[src/rtl/tron_board_pkg.sv]
// tron_board_pkg: shared board geometry, cell colours and scheduler states.
package tron_board_pkg;
  localparam int ADDR_W = 15;
  localparam int DATA_W = 3;
  localparam logic [2:0] EMPTY = 3'b000;
  localparam logic [2:0] P1 = 3'b001;
  localparam logic [2:0] P2 = 3'b010;
  localparam logic [2:0] P3 = 3'b100;
  localparam logic [2:0] P4 = 3'b110;
  localparam logic [2:0] CRASH = 3'b111;
  typedef enum logic {CLEAR, ARB} state_t;
endpackage

[src/rtl/board_clear_sweeper.sv]
// board_clear_sweeper: address counter for the clear sweep, terminal detect and done pulse.
module board_clear_sweeper #(
  parameter int ADDR_W = 15
) (
  input  logic              clk,
  input  logic              rst_n,
  input  logic              start,
  input  logic              run,
  output logic [ADDR_W-1:0] cnt,
  output logic              last,
  output logic              done
);
  assign last = &cnt;
  always_ff @(posedge clk or negedge rst_n) begin
    if (!rst_n) begin
      cnt <= '0;
      done <= 1'b0;
    end else begin
      cnt <= start ? '0 : run ? cnt + 1'b1 : cnt;
      done <= run && last;
    end
  end
endmodule

[src/rtl/board_ram_scheduler.sv]
// board_ram_scheduler: single owner of the board RAM port; clear sweep, then
// game-priority arbitration with a VGA starvation override.
module board_ram_scheduler #(
  parameter int ADDR_W = tron_board_pkg::ADDR_W,
  parameter int DATA_W = tron_board_pkg::DATA_W,
  parameter logic [DATA_W-1:0] CLEAR_VALUE = tron_board_pkg::EMPTY,
  parameter int VGA_MAX_WAIT = 8,
  parameter bit CLEAR_ON_RESET = 1'b1
) (
  input  logic              CLOCK_50,
  input  logic              resetn,
  input  logic              clear_start,
  output logic              clear_busy,
  output logic              clear_done,
  input  logic              g_req,
  input  logic              g_we,
  input  logic [ADDR_W-1:0] g_addr,
  input  logic [DATA_W-1:0] g_wdata,
  output logic              g_gnt,
  output logic              g_rvalid,
  output logic [DATA_W-1:0] g_rdata,
  input  logic              v_req,
  input  logic [ADDR_W-1:0] v_addr,
  output logic              v_gnt,
  output logic              v_rvalid,
  output logic [DATA_W-1:0] v_rdata,
  output logic [ADDR_W-1:0] ram_address,
  output logic [DATA_W-1:0] ram_data,
  output logic              ram_wren,
  input  logic [DATA_W-1:0] ram_q
);
  import tron_board_pkg::*;
  localparam int WW = $clog2(VGA_MAX_WAIT + 1);
  state_t state, state_nx;
  logic [WW-1:0] vga_wait;
  logic [ADDR_W-1:0] sweep_cnt, last_addr, addr_mux;
  logic sweep_last, arb, starve, g_rv, v_rv;
  assign arb = state == ARB;
  assign starve = v_req && vga_wait >= WW'(VGA_MAX_WAIT);
  board_clear_sweeper #(.ADDR_W(ADDR_W)) u_sweeper (
    .clk(CLOCK_50),
    .rst_n(resetn),
    .start(arb && clear_start),
    .run(!arb),
    .cnt(sweep_cnt),
    .last(sweep_last),
    .done(clear_done)
  );
  always_ff @(posedge CLOCK_50 or negedge resetn) begin
    if (!resetn) state <= CLEAR_ON_RESET ? CLEAR : ARB;
    else state <= state_nx;
  end
  always_comb state_nx = arb ? (clear_start ? CLEAR : ARB) : (sweep_last ? ARB : CLEAR);
  // Outputs are gated by resetn so they drop to 0 immediately, even though state resets to CLEAR.
  always_comb begin
    g_gnt = resetn && arb && !clear_start && g_req && !starve;
    v_gnt = resetn && arb && !clear_start && v_req && !g_gnt;
    addr_mux = !arb ? sweep_cnt : g_gnt ? g_addr : v_gnt ? v_addr : last_addr;
    ram_address = resetn ? addr_mux : '0;
    ram_wren = resetn && (!arb || (g_gnt && g_we));
    ram_data = !resetn ? '0 : !arb ? CLEAR_VALUE : g_gnt ? g_wdata : '0;
    clear_busy = resetn && !arb;
  end
  always_ff @(posedge CLOCK_50 or negedge resetn) begin
    if (!resetn) begin
      vga_wait <= '0;
      last_addr <= '0;
      g_rv <= 1'b0;
      v_rv <= 1'b0;
    end else begin
      vga_wait <= !arb ? vga_wait : (!v_req || v_gnt) ? '0 : starve ? vga_wait : vga_wait + 1'b1;
      last_addr <= addr_mux;
      g_rv <= g_gnt && !g_we;
      v_rv <= v_gnt;
    end
  end
  assign g_rvalid = g_rv;
  assign v_rvalid = v_rv;
  assign g_rdata = g_rv ? ram_q : '0;
  assign v_rdata = v_rv ? ram_q : '0;
endmodule

[config.mk]
export PLATFORM = sky130hd
export DESIGN_NAME = board_ram_scheduler
export DESIGN_NICKNAME = d
export VERILOG_FILES = /design/src/rtl/tron_board_pkg.sv /design/src/rtl/board_clear_sweeper.sv /design/src/rtl/board_ram_scheduler.sv
export SDC_FILE = /design/constraint.sdc
export NUM_CORES = 1
export LEC_CHECK = 0
export CORE_UTILIZATION = 24
export DETAILED_ROUTE_END_ITERATION = 7
export PLACE_DENSITY = 0.59
export SYNTH_ARGS = -nofsm -noshare
export SYNTH_HDL_FRONTEND = slang
export SYNTH_SLANG_ARGS = --single-unit
[constraint.sdc]
create_clock -name CLOCK_50 -period 2.1 [get_ports CLOCK_50]
set_input_delay 0.315 -clock CLOCK_50 [delete_from_list [all_inputs] [get_ports CLOCK_50]]
set_output_delay 0.315 -clock CLOCK_50 [all_outputs]
set_load 0.1 [all_outputs]
# Word-level counts from Yosys, hierarchy flattened
# Index checks and enable logic that the tools add are counted.
[totals]
reg_bits = 38
inputBits = 42
output_inout_bits = 31
elab_cells = 51
[classes]
n_addsub = 2
n_lt_le_gt_ge = 1
n_eq_ne = 2
n_mux = 16
n_reduce_logical = 23
[op_table]
columns = ["cell", "count"]
rows = [
  ["$mux 15", 6],
  ["$add 15x1->15 const B", 1],
  ["$mux 3", 5],
  ["$reduce_and 15->1", 1],
  ["$logic_and 1x1->1", 13],
  ["$mux 4", 2],
  ["$logic_not 1->1", 6],
  ["$add 4x1->4 const B", 1],
  ["$ge 4x4->1 const B", 1],
  ["$ne 2x1->1 const B", 2],
  ["$mux 1", 3],
  ["$logic_or 1x1->1", 2],
  ["$reduce_and 2->1", 1],
]

# Longest topological paths before layout
[depth]
depth_word = 10
depth_mapped = 7
ltp_nobuf = 5

# Hierarchy
# From an unflattened synthesis, not the netlist that was laid out.
[unflattened]
cells_unflattened = 285
area_unflattened_um2 = 2492.4
[by_module_without_submodules]
columns = ["module", "instances", "cells_per_inst", "area_each_um2", "seq_area_each_um2"]
rows = [
  ["board_ram_scheduler", 1, 201, 1624.1, 550.5],
  ["board_clear_sweeper", 1, 84, 868.3, 400.4],
]

# Worst setup path before layout
# OpenSTA, ideal clock, no wires.
[synth_path]
kind = "input-to-output"
startpoint = "input port resetn"
endpoint = "output port ram_address[14]"
arrival_time_ns = 3.606
required_time_ns = 1.785
slack_ns = -1.821
path_stages = 7
n_path_buf = 2
path_cell_list = "buf_4 -> and3b_4 -> nand3_2 -> inv_2 -> buf_2 -> a211oi_1 -> o21ai_0"
[synth_between]
elab_chain_len = 10
elab_cells_between_ends = 11
cone_classes = "4 x mux; 7 x reduce/logical"
[synth_rtl]
columns = ["item", "line_no", "rtl"]
rows = [
  ["start, declared", "board_ram_scheduler.sv:11", "input logic resetn,"],
  ["$logic_and 1x1->1 (*) (4 in series)", "board_ram_scheduler.sv:56", "g_gnt = resetn && arb && !clear_start && g_req && !starve;"],
  ["named net g_gnt", "board_ram_scheduler.sv:19", "output logic g_gnt,"],
  ["$logic_not 1->1", "board_ram_scheduler.sv:57", "v_gnt = resetn && arb && !clear_start && v_req && !g_gnt;"],
  ["$logic_and 1x1->1", "board_ram_scheduler.sv:57", ""],
  ["$mux 15", "board_ram_scheduler.sv:58", "addr_mux = !arb ? sweep_cnt : g_gnt ? g_addr : v_gnt ? v_addr : last_addr;"],
  ["$mux 15 (*) (2 in series)", "board_ram_scheduler.sv:58", ""],
  ["$mux 15 (*)", "board_ram_scheduler.sv:59", "ram_address = resetn ? addr_mux : '0;"],
  ["end, declared", "board_ram_scheduler.sv:27", "output logic [ADDR_W-1:0] ram_address,"],
]
# The timed path passes the listed nets; every way through them passes the cells marked *.

# Worst setup path in the final report
[layout_path]
startpoint = "register state (netlist: arb)"
endpoint = "output port ram_address[8]"
[layout_between]
elab_chain_len = 10
elab_cells_between_ends = 11
cone_classes = "4 x mux; 7 x reduce/logical"
[layout_rtl]
columns = ["item", "line_no", "rtl"]
rows = [
  ["start, declared", "board_ram_scheduler.sv:34", "state_t state, state_nx;"],
  ["start signal, assigned", "board_ram_scheduler.sv:50", "if (!resetn) state <= CLEAR_ON_RESET ? CLEAR : ARB;"],
  ["start signal, assigned", "board_ram_scheduler.sv:51", "else state <= state_nx;"],
  ["$logic_and 1x1->1 (2 in series)", "board_ram_scheduler.sv:56, board_ram_scheduler.sv:57", ""],
  ["$logic_and 1x1->1 (2 in series)", "board_ram_scheduler.sv:56", ""],
  ["$logic_not 1->1", "board_ram_scheduler.sv:57", ""],
  ["$logic_and 1x1->1", "board_ram_scheduler.sv:57", ""],
  ["$mux 15 (2 in series)", "board_ram_scheduler.sv:58", ""],
  ["$mux 15 (*)", "board_ram_scheduler.sv:58", ""],
  ["$mux 15 (*)", "board_ram_scheduler.sv:59", ""],
]
# Every way passes the cells marked *; elsewhere a longest branch is shown, timed or not.

==> impl_summary.md <==
Outcome
The run finished, with violations left. The checks that failed: setup timing.

Clock network
The clock root buffer is sky130_fd_sc_hd__clkbuf_8. Counting along the longest clock path gives a buffer depth of 2. The H-tree was split into 2 levels. The clock slew at the register clock pins of the worst setup and hold paths is 0.08 ns.

The CTS buffer count is 5. At the later pin of the worst-skew pair, clock insertion delay measures 0.29 ns. The clock tree from TritonCTS is yes. The clock net sink count is 38.

Synthesis
The share of flip-flops with an asynchronous set or reset after synthesis is 100.0%. The Yosys step of the flow raised 0 warnings. In this run, synthesis produced a sequential element count of 38. Yosys mapped the design onto 43 distinct sky130hd cell types. The cell area after synthesis is 0.002387 mm^2. Dividing the synthesized area by the synthesized cell count gives 9.217 um^2. The synthesized net count is 304.

Synthesis produced a netlist whose cell count is 259. The sequential-to-total area share from yosys stat is 39.83%. The number of synthesized flops with an enable pin is 0. For this run, the leading register cell type out of synthesis is sky130_fd_sc_hd__dfrtp_1.

Drt
Once detail routing completed, the nets flagged for antenna violations numbered 0. After detailed routing, the number of remaining DRC violations is 0. The wire length reported by the detailed router is 7.600 mm. The mean number of vias per cell is 4.809.

The first routing iteration left 129 violations. The overall via count from detail_route is 2390. Dividing the detail-routed wire length by the instance count gives 15.29 um. The first detailed-routing pass took 4 iterations.

Timing
Counting I/O delays and the setup requirement, the final critical path takes 2.244 ns. The worst clock skew is 0.007135 ns. The final worst-path setup slack is -0.1438 ns. The number of hold violations in the final report is 0.

The maximum operating frequency is 445.7 MHz. The final-report setup violation count is 15. The final-layout setup total negative slack is -1.971 ns. The post-route fraction of the period consumed by the critical path is 106.8%. The max-slew violation count is 0. Setup repair after global routing could not meet its margin everywhere. The max-slew headroom at the worst pin is 62.07%. At the pin with the least slew margin, the transition time is 0.5637 ns.

Global route
The via count of the first global-routing pass is 2397. The number of antenna violations at the first check in global routing is 0. Entering global routing, the biggest net connects 43 pins.

Summed over all layers, the global routing overflow is 0. In the global route stage, overall resource usage came out at 15.62%. The first global-routing pass estimated 12.33 mm of wire.

Placed design
The congestion estimate from routability-driven global placement came to 0.7614. The number of port buffers is 72. Detailed placement ended at an HPWL of 5.361 mm. The worst slack after detailed placement is -0.3763 ns.

Critical path
The setup path with the least slack is of type flip-flop to output pin. For this design, the slowest cell found on the critical path is sky130_fd_sc_hd__dfrtp_1. The kind of start point of the critical path is a flip-flop.

The cell that appears most often on the critical path is sky130_fd_sc_hd__buf_12. The family with the most delay on the worst path is compound AO/OA/AOI/OAI gates. The startpoint of the most critical setup path is arb. For the worst setup path, the data arrival time is 1.93 ns. Counting both buffers and inverters, the worst setup path holds a total of 3. In this run the critical register-to-register path is launched from arb. The biggest cell delay along the critical path is 0.40 ns.

Data on the critical path is required at its endpoint by 1.78 ns. The worst setup path is captured at an output pin. Along the worst path, the maximum fanout reaches 14.

The critical path goes through and3b_4 > nand3_4 > inv_8 > buf_12 > a211o_1 > a32o_2 > buf_12.

Pwr
In this run the static leakage power is 1.822 nW. The maximum VDD drop is 217.9 uV. Dividing total power by cell area gives a power density of 363.6 mW/mm^2.

Floorplanning
The starting density of the core is 24.65%. 73 I/O pins were placed. The die is 101.7 um wide. In this run the standard cell core region covers 0.009684 mm^2. The die is 101.7 um tall. After floorplanning, the core was divided into 36 placement rows. The floorplan die area is 0.01035 mm^2.

Final layout
The number of nets in the final layout is 408. The number of fillers in the final layout is 940. The area added between synthesis and finish is 70.23%.

The repair_antennas step left the layout with diodes totalling 0. The ratio of cells with drive above 1 in the final layout is 34.89%. Registers take 950.9 um^2. The footprint of the multi-input gates is 0.001438 mm^2.

Flow run
Max-cap violations in this run came to 0.

Worst hold path
The path class of the tightest hold or removal check is input port to async pin.
state kept, by name, summed over array words and instances (netlist names):
signal          flops
vga_wait            4
v_rvalid            1
u_sweeper.done      1
arb                 1
u_sweeper.cnt      15
g_rvalid            1
last_addr          15
synthesized netlist by cell type (2+ instances only):
library cell	number	area, um^2
sky130_fd_sc_hd__nand2b_1	16	100.1
sky130_fd_sc_hd__nor2b_1	16	100.1
sky130_fd_sc_hd__a32o_1	14	140.1
sky130_fd_sc_hd__nor2_1	4	15.01
sky130_fd_sc_hd__nand4_1	2	12.51
sky130_fd_sc_hd__and2_1	10	62.56
sky130_fd_sc_hd__o31ai_1	6	45.04
sky130_fd_sc_hd__clkbuf_1	8	30.03
sky130_fd_sc_hd__nand3b_1	2	15.01
sky130_fd_sc_hd__nand3_1	7	35.03
sky130_fd_sc_hd__dfrtp_1	38	950.9
sky130_fd_sc_hd__ha_1	3	37.54
sky130_fd_sc_hd__a211o_1	14	122.6
sky130_fd_sc_hd__and4_1	2	17.52
sky130_fd_sc_hd__a21oi_1	2	10.01
sky130_fd_sc_hd__mux2i_1	5	50.05
sky130_fd_sc_hd__o21ai_0	12	60.06
sky130_fd_sc_hd__a31o_2	7	61.31
sky130_fd_sc_hd__a31o_1	7	61.31
sky130_fd_sc_hd__inv_1	6	22.52
sky130_fd_sc_hd__nand2_1	28	105.1
sky130_fd_sc_hd__nor3_1	17	85.08
sky130_fd_sc_hd__o22ai_1	2	12.51
sky130_fd_sc_hd__buf_2	9	45.04
sky130_fd_sc_hd__o211ai_1	4	30.03
worst reg2reg max path: cells and delay by family (launching register included):
family        cells  cell delay, ns
buf+inv           2            0.33
flops             1            0.40
simple gates      4            1.06
cell families (layout without fill, tap and decap cells):
group                    Yosys count  count (layout)  synth area share, %
AO/OA/AOI/OAI                     76              76                25.37
adder cells (fa/ha/maj)            3               3                1.572
buffers and inverters             26             130                5.031
flip-flops                        38              38                39.83
multiplexers                       5               5                2.097
AND/OR/NAND/NOR                  111             112                26.10
power breakdown:
part           internal, mW  switching, mW
Clock                 0.264          0.278
Combinational         0.110         0.0937
Sequential            0.731              0
Total                  1.11          0.372
cell usage in the layout (no fill, tap or decap), drive strengths merged, types with 6 or more instances in the layout:
cell type / count
a211o: 14
a31o: 14
a32o: 14
and2: 10
buf: 75
clkbuf: 6
clkdlybuf4s50: 37
dfrtp: 38
inv: 7
nand2: 28
nand2b: 16
nand3: 8
nor2b: 17
nor3: 17
o21ai: 12
o31ai: 6
final timing paths:
path,endpoint,slack [ns],depth (start not counted)
worst max-delay path,ram_address[8],-0.14,7
worst min-delay path,u_sweeper.cnt[1],0.03,2
worst max register to register,arb,0.26,6
worst min register to register,u_sweeper.cnt[5],0.50,1
max in group asynchronous,last_addr[13],1.52,3
min in group CLOCK_50,u_sweeper.cnt[5],0.50,1
through the flow:
step / instance area (um^2) / hold WS, ns / cells / util, % / power (mW)
floorplan: 2435 / 0.01941 / 259 / - / 0.8118
global placement: 3781 / 0.3470 / 480 / 39.04 / 0.9409
detailed placement: 3781 / 0.3450 / 480 / 39.04 / 0.9417
CTS: 4069 / 0.01637 / 499 / 42.02 / 1.497
global route: 4064 / 0.03156 / 497 / 41.96 / 1.537
finish: 4064 / 0.03015 / 497 / 41.96 / 1.478
layer usage:
metal / share of wire, % / vias to the layer above / wire (um) / global-route usage (%)
met5: 0 / - / 0 / 0
met4: 0.92 / 0 / 70 / 4.348
met3: 6.1 / 6 / 466 / 3.313
met2: 47 / 53 / 3543 / 25.42
met1: 46 / 1158 / 3519 / 20.88
li1: - / 1173 / - / -
what timing repair did:
item	4_1_cts	5_1_grt
hold buffers	0	0
pin swaps	26	0
buffers inserted	8	0
cloned	3	0
setup endpoints to repair	20	20
gates resized for setup	28	4
area by class of cell:
class                           instances  share of cell area [%]
Clock buffer                            6                   2.032
Clock inverter                          2                  0.3079
Inverter                                7                  0.8929
Multi-Input combinational cell        196                   35.38
Sequential cell                        38                   23.40
Tap cell                              133                   4.095
Timing Repair Buffer                  115                   33.90
(Power assumes the default switching activity.)
